===== config.mk =====
export PLATFORM = sky130hd
export DESIGN_NAME = tlul_mem_access_ctrl
export DESIGN_NICKNAME = d
export VERILOG_FILES = /design/src/rtl/tlul_mem_access_ctrl.sv
export SDC_FILE = /design/constraint.sdc
export NUM_CORES = 1
export LEC_CHECK = 0
export BUFFER_PORTS_ARGS = -buffer_cell sky130_fd_sc_hd__buf_2
export CORE_AREA = 10 10 155 157
export DETAILED_ROUTE_END_ITERATION = 8
export DIE_AREA = 0 0 165 167
export PLACE_DENSITY = 0.73
export SLEW_MARGIN = 30
export SYNTH_ARGS = -nofsm -noshare
export SYNTH_HDL_FRONTEND = slang
export SYNTH_SLANG_ARGS = --single-unit

===== constraint.sdc =====
create_clock -name clk_i -period 18.83 [get_ports clk_i]
set_input_delay 2.8245 -clock clk_i [delete_from_list [all_inputs] [get_ports clk_i]]
set_output_delay 2.8245 -clock clk_i [all_outputs]
set_load 0.03 [all_outputs]

===== src/rtl/tlul_mem_access_ctrl.sv =====
// TL-UL slave sequencing one single-port word memory access per request, no overlap; accept-to-D_VALID
// is 1 cycle for errors, 2 for Put, 3 for Get; A_READY stays low until the D handshake completes.
module tlul_mem_access_ctrl #(
  parameter int W        = 8,
  parameter int BYTE_BIT = 8,
  parameter int A        = 32,
  parameter int DEPTH    = 256,
  parameter int SRC_W    = 4
) (
  input  logic                      clk_i,
  input  logic                      rst_i,
  input  logic                      a_valid_i,
  output logic                      a_ready_o,
  input  logic [2:0]                a_opcode_i,
  input  logic [A-1:0]              a_address_i,
  input  logic [W-1:0]              a_mask_i,
  input  logic [W*BYTE_BIT-1:0]     a_data_i,
  input  logic [SRC_W-1:0]          a_source_i,
  output logic                      d_valid_o,
  input  logic                      d_ready_i,
  output logic [2:0]                d_opcode_o,
  output logic [W*BYTE_BIT-1:0]     d_data_o,
  output logic                      d_error_o,
  output logic [SRC_W-1:0]          d_source_o,
  output logic [$clog2(DEPTH)-1:0]  mem_addr_o,
  output logic                      mem_re_o,
  output logic                      mem_we_o,
  output logic [W-1:0]              mem_wmask_o,
  output logic [W*BYTE_BIT-1:0]     mem_wdata_o,
  input  logic [W*BYTE_BIT-1:0]     mem_rdata_i
);

  localparam int OFF = $clog2(W);
  localparam int AW  = $clog2(DEPTH);
  localparam int DW  = W * BYTE_BIT;
  localparam int KW  = $clog2(W) + 1;

  localparam logic [2:0] OP_PUT_FULL = 3'd0;
  localparam logic [2:0] OP_PUT_PART = 3'd1;
  localparam logic [2:0] OP_GET      = 3'd4;
  localparam logic [2:0] OP_ACK      = 3'd0;
  localparam logic [2:0] OP_ACK_DATA = 3'd1;

  typedef enum logic [1:0] {IDLE, ISSUE, CAPTURE, RESP} state_e;

  state_e             state_q, state_d;
  logic               get_q, get_d;
  logic [AW-1:0]      addr_q, addr_d;
  logic [W-1:0]       mask_q, mask_d;
  logic [DW-1:0]      wdata_q, wdata_d;
  logic [SRC_W-1:0]   src_q, src_d;
  logic               err_q, err_d;
  logic [2:0]         dop_q, dop_d;
  logic [DW-1:0]      ddata_q, ddata_d;

  logic [A-1:0]       word_idx;
  logic               is_get;
  logic               is_put;
  logic               req_err;
  logic               accept;
  logic [DW-1:0]      rdata_exp;
  logic [KW-1:0]      k;

  assign word_idx = a_address_i >> OFF;
  assign is_get   = (a_opcode_i == OP_GET);
  assign is_put   = (a_opcode_i == OP_PUT_FULL) || (a_opcode_i == OP_PUT_PART);
  assign accept   = a_valid_i && (state_q == IDLE);

  assign req_err = !(is_get || is_put)
                 || (a_address_i[OFF-1:0] != '0)
                 || (word_idx >= A'(DEPTH))
                 || ((a_opcode_i == OP_PUT_FULL) && (a_mask_i != '1))
                 || (a_mask_i == '0);

  // Memory returns the selected bytes packed from lane 0 upward; spread them onto the masked lanes.
  always_comb begin
    rdata_exp = '0;
    k         = '0;
    for (int i = 0; i < W; i++) begin
      if (mask_q[i]) begin
        rdata_exp[i*BYTE_BIT +: BYTE_BIT] = mem_rdata_i[k*BYTE_BIT +: BYTE_BIT];
        k = k + 1'b1;
      end
    end
  end

  always_comb begin
    state_d = state_q;
    get_d   = get_q;
    addr_d  = addr_q;
    mask_d  = mask_q;
    wdata_d = wdata_q;
    src_d   = src_q;
    err_d   = err_q;
    dop_d   = dop_q;
    ddata_d = ddata_q;
    case (state_q)
      IDLE: begin
        if (accept) begin
          get_d   = is_get;
          addr_d  = word_idx[AW-1:0];
          mask_d  = a_mask_i;
          wdata_d = a_data_i;
          src_d   = a_source_i;
          err_d   = req_err;
          dop_d   = is_get ? OP_ACK_DATA : OP_ACK;
          ddata_d = '0;
          state_d = req_err ? RESP : ISSUE;
        end
      end
      ISSUE:   state_d = get_q ? CAPTURE : RESP;
      CAPTURE: begin
        ddata_d = rdata_exp;
        state_d = RESP;
      end
      RESP:    if (d_ready_i) state_d = IDLE;
      default: state_d = IDLE;
    endcase
  end

  always_ff @(posedge clk_i or posedge rst_i) begin
    if (rst_i) begin
      state_q <= IDLE;
      get_q   <= 1'b0;
      addr_q  <= '0;
      mask_q  <= '0;
      wdata_q <= '0;
      src_q   <= '0;
      err_q   <= 1'b0;
      dop_q   <= '0;
      ddata_q <= '0;
    end else begin
      state_q <= state_d;
      get_q   <= get_d;
      addr_q  <= addr_d;
      mask_q  <= mask_d;
      wdata_q <= wdata_d;
      src_q   <= src_d;
      err_q   <= err_d;
      dop_q   <= dop_d;
      ddata_q <= ddata_d;
    end
  end

  // Strobes decode straight from state so an async reset drops them in the same cycle.
  assign a_ready_o   = (state_q == IDLE);
  assign d_valid_o   = (state_q == RESP);
  assign mem_re_o    = (state_q == ISSUE) && get_q;
  assign mem_we_o    = (state_q == ISSUE) && !get_q;
  assign mem_addr_o  = addr_q;
  assign mem_wmask_o = mask_q;
  assign mem_wdata_o = wdata_q;
  assign d_opcode_o  = dop_q;
  assign d_data_o    = ddata_q;
  assign d_error_o   = err_q;
  assign d_source_o  = src_q;

endmodule


# Word level (Yosys, flattened, before mapping)
# Cells that the tools add are included.
dict set report totals {
  memories 0
  romBits 0
  in_bits 179
  mem_bits_rw 0
  out_inout_bits 156
  wordCells 74
  latch_bits 0
  regBits 155
}
dict set report op_classes {
  shift 7
  order_cmp 1
  n_mul 0
  n_reduce_logical 20
  n_bitwise 0
  n_addsub 6
  div 0
  eq_ne 8
  mux 23
}
# op count
set ops {}
lappend ops {{64-bit by 8-bit variable part select with 8-bit output} 7}
lappend ops {{64-bit one-hot mux with 2 select lines} 1}
lappend ops {{64-bit 2-to-1 mux} 1}
lappend ops {{8-bit 2-to-1 mux} 8}
lappend ops {{29-bit by 9-bit >= comparator with 1-bit output (second input constant)} 1}
lappend ops {{4-bit by 1-bit adder with 4-bit output (second input constant)} 6}
lappend ops {{4-bit 2-to-1 mux} 6}
lappend ops {{8-bit logical NOT} 1}
lappend ops {{8-bit != test (second input constant)} 1}
lappend ops {{2-bit one-hot mux with 4 select lines} 1}
lappend ops {{1-bit logical OR} 6}
lappend ops {{2-bit 2-to-1 mux} 3}
lappend ops {{2-bit AND reduction} 3}
lappend ops {{2-bit == test (second input constant)} 2}
lappend ops {{1-bit logical AND} 4}
lappend ops {{2-bit by 1-bit != test with 1-bit output (second input constant)} 2}
lappend ops {{3-bit by 1-bit == test with 1-bit output (second input constant)} 1}
lappend ops {{3-bit == test (second input constant)} 1}
lappend ops {{3-bit logical NOT} 1}
lappend ops {{1-bit 2-to-1 mux} 3}
lappend ops {{3-bit nonzero test} 1}
lappend ops {{2-bit by 1-bit == test with 1-bit output (second input constant)} 1}
lappend ops {{1-bit logical NOT} 2}
lappend ops {{2-bit logical NOT} 1}
lappend ops {{2-bit nonzero test} 1}

# Logic depth before layout (Yosys ltp)
dict set report logic_depth {
  word_depth 16
  mapped_depth 30
  ltp_nobuf 21
}

# Least setup slack after synthesis
# No wires, ideal clock.
dict set report synth_path {
  path_kind {register to register}
  start {reg mask_q[0] (netlist: mem_wmask_o[0])}
  end {reg ddata_q[63] (netlist: d_data_o[63])}
  stages_incl_launch_ff 29
  setup_ns 0.122
  synth_period_minus_slack_ns 6.594
  arrival_ns 6.472
  path_buffers 9
  required_ns 18.708
  path_slack_ns 12.236
  path_cell_list {dfrtp_1 clkbuf_1 inv_1 ha_1 buf_2 xor2_1 clkbuf_1 ha_1 nand2_1 o21ai_1 clkbuf_1 ha_1 buf_1 nor2_1 nor2_1 ha_1 nand2_1 o31a_1 buf_2 clkinv_2 buf_4 buf_4 ha_1 nand2_1 xnor2_1 buf_2 mux2i_1 a22oi_1 a32o_1}
}
dict set report synth_between {
  elab_chain_cells 16
}
# item line_no
set synth_rtl {}
lappend synth_rtl {{from (decl)} 49} ;# logic [W-1:0] mask_q, mask_d;
lappend synth_rtl {{from (signal assigned)} 136} ;# mask_q <= mask_d;
lappend synth_rtl {{1-bit 2-to-1 mux (*)} 80} ;# if (mask_q[i]) begin
lappend synth_rtl {{4-bit by 1-bit adder with 4-bit output} 82} ;# k = k + 1'b1;
lappend synth_rtl {{4-bit 2-to-1 mux (*)} 80}
lappend synth_rtl {{4-bit by 1-bit adder with 4-bit output} 82}
lappend synth_rtl {{4-bit 2-to-1 mux (*)} 80}
lappend synth_rtl {{4-bit by 1-bit adder with 4-bit output} 82}
lappend synth_rtl {{4-bit 2-to-1 mux (*)} 80}
lappend synth_rtl {{4-bit by 1-bit adder with 4-bit output} 82}
lappend synth_rtl {{4-bit 2-to-1 mux (*)} 80}
lappend synth_rtl {{4-bit by 1-bit adder with 4-bit output} 82}
lappend synth_rtl {{4-bit 2-to-1 mux (*)} 80}
lappend synth_rtl {{4-bit by 1-bit adder with 4-bit output} 82}
lappend synth_rtl {{4-bit 2-to-1 mux (*)} 80}
lappend synth_rtl {{64-bit by 8-bit variable part select with 8-bit output (*)} 81} ;# rdata_exp[i*BYTE_BIT +: BYTE_BIT] = mem_rdata_i[k*BYTE_BIT +: BYTE_BIT];
lappend synth_rtl {{8-bit 2-to-1 mux (*)} 80}
lappend synth_rtl {{64-bit one-hot mux with 2 select lines (*)} 97} ;# case (state_q)
lappend synth_rtl {{to (signal assigned)} 141} ;# ddata_q <= ddata_d;
lappend synth_rtl {{to (decl)} 54} ;# logic [DW-1:0] ddata_q, ddata_d;
# Mark *: on every way between the ends. The rest lies on a longest branch, timed or not.
# A chain may end at the register's enable or synchronous reset.

# Worst setup path in the final report
# Same ends and word-level chain as after synthesis.

==> results.json <==
{
  "status": "finished clean",
  "setup_tns_ns": 0,
  "area_delta_synth_final_pct": 26.6,
  "wl_per_cell_um": 23.8,
  "period_minus_slack_ns": 7.38,
  "hold_buffers": 0,
  "ys_types": 55,
  "seq_area_frac_synth": 0.412,
  "drtIter0Drc": 803,
  "synth-edff-count": 0,
  "yosys_register_bits": 152,
  "cts_inserted_buffers": 17,
  "clkTransAtPathRegs_ns": 0.07,
  "post-place-ws_ns": 11.58,
  "num_rows": 53,
  "whs_ns": 0.474,
  "die_area_mm2": 0.0276,
  "post_cts_resized": 0,
  "drive_gt1_frac": 0.456,
  "path_class": "flip-flop to flip-flop",
  "hold_violations": 0,
  "synthArstFlopShare": 1.00,
  "pin_count": 335,
  "root_buffer": "clkbuf_16",
  "path_cells": "inv_1, ha_1, xnor3_2, buf_4, inv_2, ha_1, nor2_1, nor2_1, ha_1, nand2_1, o31a_1, clkinv_2, ha_1, nand2_1, xnor2_2, buf_4, mux2i_1, a22oi_1, a32o_1",
  "clkLatencyLatePin_ns": 0.43,
  "place_congestion": 0.926,
  "antenna_found_initial": 3,
  "relSlewSlack": 0.374,
  "grt_pass1_wl_um": 51000,
  "path_max_fanout": 53,
  "start_kind": "flip-flop",
  "remaining_drc_errors": 0,
  "maxCapViolCount": 0,
  "crit_required_ns": 19.15,
  "portBuffers": 332,
  "drt_first_pass_iters": 5,
  "drv_slew": 0,
  "grt-ovfl-total": 0,
  "post-route-period-util": 0.392,
  "critical_path.endpoint_type": "flip-flop",
  "hpwl_um": 25900,
  "ys_warn_count": 0,
  "skew_ns": 0.0143,
  "synth_top_area_frac": 0.412,
  "synthCells": 835,
  "timing.final.ws_setup_ns": 11.45,
  "crit_path_frequent_cell": "ha_1",
  "rsz0062_at_grt": "no",
  "ant_nets": 0,
  "final_area_mm2": 0.0117,
  "hold_path_class": "flip-flop to flip-flop",
  "num_vias": 8372,
  "clock-sinks": 152,
  "crit_arrival_ns": 7.70,
  "setup_viol": 0,
  "tritoncts": "yes",
  "synth_area_mm2": 0.00924,
  "ys_top_cells_by_area": "dfrtp_1, mux4_2, mux2_2",
  "synthFlopType": "dfrtp_1",
  "path_delay_family": "adder cells",
  "critPathBufInv": 5,
  "htreeDepth": 4,
  "die_x_um": 165,
  "placeableCoreArea_mm2": 0.0208,
  "slowest_delay_ns": 0.91,
  "vias_per_cell": 5.89,
  "nets": 1320,
  "dieHeight_um": 167,
  "drt_wl_total_um": 33900,
  "grt_max_degree": 87,
  "cts_max_path_buffers": 2,
  "initial_core_util": 0.444,
  "timing.fmax_mhz": 136,
  "crit_slowest_cell": "ha_1",
  "yosys.area.top_type": "dfrtp_1",
  "avgSynthCellArea_um2": 11.1,
  "reg2reg_slack_ns": 11.45,
  "postCtsSetupRepairBufs": 0,
  "dpl_cell_area_mm2": 0.0111,
  "grtUsageTotal": 0.237,
  "grt_pass1_vias": 8606,
  "worst_pin_slew_ns": 0.935
}
-- cells by family (layout without fill, tap and decap cells) --
| group | Yosys count | count (layout) | share of synthesized area |
|---|---|---|---|
| and+or+nand+nor | 208 | 208 | 0.0996 |
| muxes | 201 | 201 | 0.293 |
| AOI/OAI and AO/OA | 173 | 173 | 0.128 |
| DFF | 152 | 152 | 0.412 |
| buffers and inverters | 79 | 387 | 0.0375 |
| xor gates and xnor gates | 11 | 11 | 0.0165 |
| adders and majority gates | 10 | 10 | 0.0135 |
| other | 1 | 5 | 0.000406 |
-- worst paths after layout --
kind                                startpoint              end  depth (start not counted)
worst min register to register    d_data_o[31]     d_data_o[31]                          2
min in group asynchronous                rst_i  mem_wdata_o[44]                          2
max in group asynchronous                rst_i     d_data_o[56]                          3
worst max register to register  mem_wmask_o[0]     d_data_o[63]                         19
worst max-delay path            mem_wmask_o[0]     d_data_o[63]                         19
worst min-delay path              d_data_o[31]     d_data_o[31]                          2
-- cell type report --
class	instances	area, µm²
well taps	275	344
inverters	13	55.1
clock buffers	18	429
fillers	1891	9120
flip-flops and latches	152	3800
clock inverters	14	183
multi-input cells	605	5130
diodes	3	7.51
repair buffers	342	1740
-- registers in the layout, summed over array words and instances (netlist names) --
signal and flops:
d_data_o 64, d_error_o 1, d_source_o 4, get_q 1
mem_addr_o 8, mem_wdata_o 64, mem_wmask_o 8, state_q 2
-- per-layer routing --
layer	global-route usage	part of all wire
met5	0	0
met4	0.0740	0.027
met3	0.0717	0.11
met2	0.379	0.48
met1	0.301	0.39
-- through the flow --
stage,cells,utilization
floorplan,836,-
global placement,1387,0.532
detailed placement,1387,0.532
CTS,1419,0.561
global route,1422,0.562
finish,1422,0.562
-- placed cells by master (no fill, tap or decap), types with 17 or more instances in the layout --
master     count
buf_2        332
dfrtp_1      152
nand2_1      132
mux2_2        85
mux2i_1       65
mux4_2        47
o21ai_0       40
a21oi_1       22
and2_1        20
a32o_1        19
a31oi_1       19
a211oi_1      19
clkbuf_16     17
-- cells in the mapped netlist, types with 19 or more instances --
cell type	instances
a31oi_1	19
mux4_2	47
a21oi_1	22
mux2_2	85
mux2i_1	66
nand2_1	133
a32o_1	19
a211oi_1	19
dfrtp_1	152
o21ai_0	40
and2_1	20
clkbuf_1	29
-- worst min-delay path, delay by kind of cell (launching register included) --
kind            cells  cell delay (ns)
flops               1             0.34
compound gates      1             0.06
simple gates        1             0.05
Power is left out: the tool's default activity adds up to more than one toggle a clock period on the data nets, which glitch-free logic cannot reach.
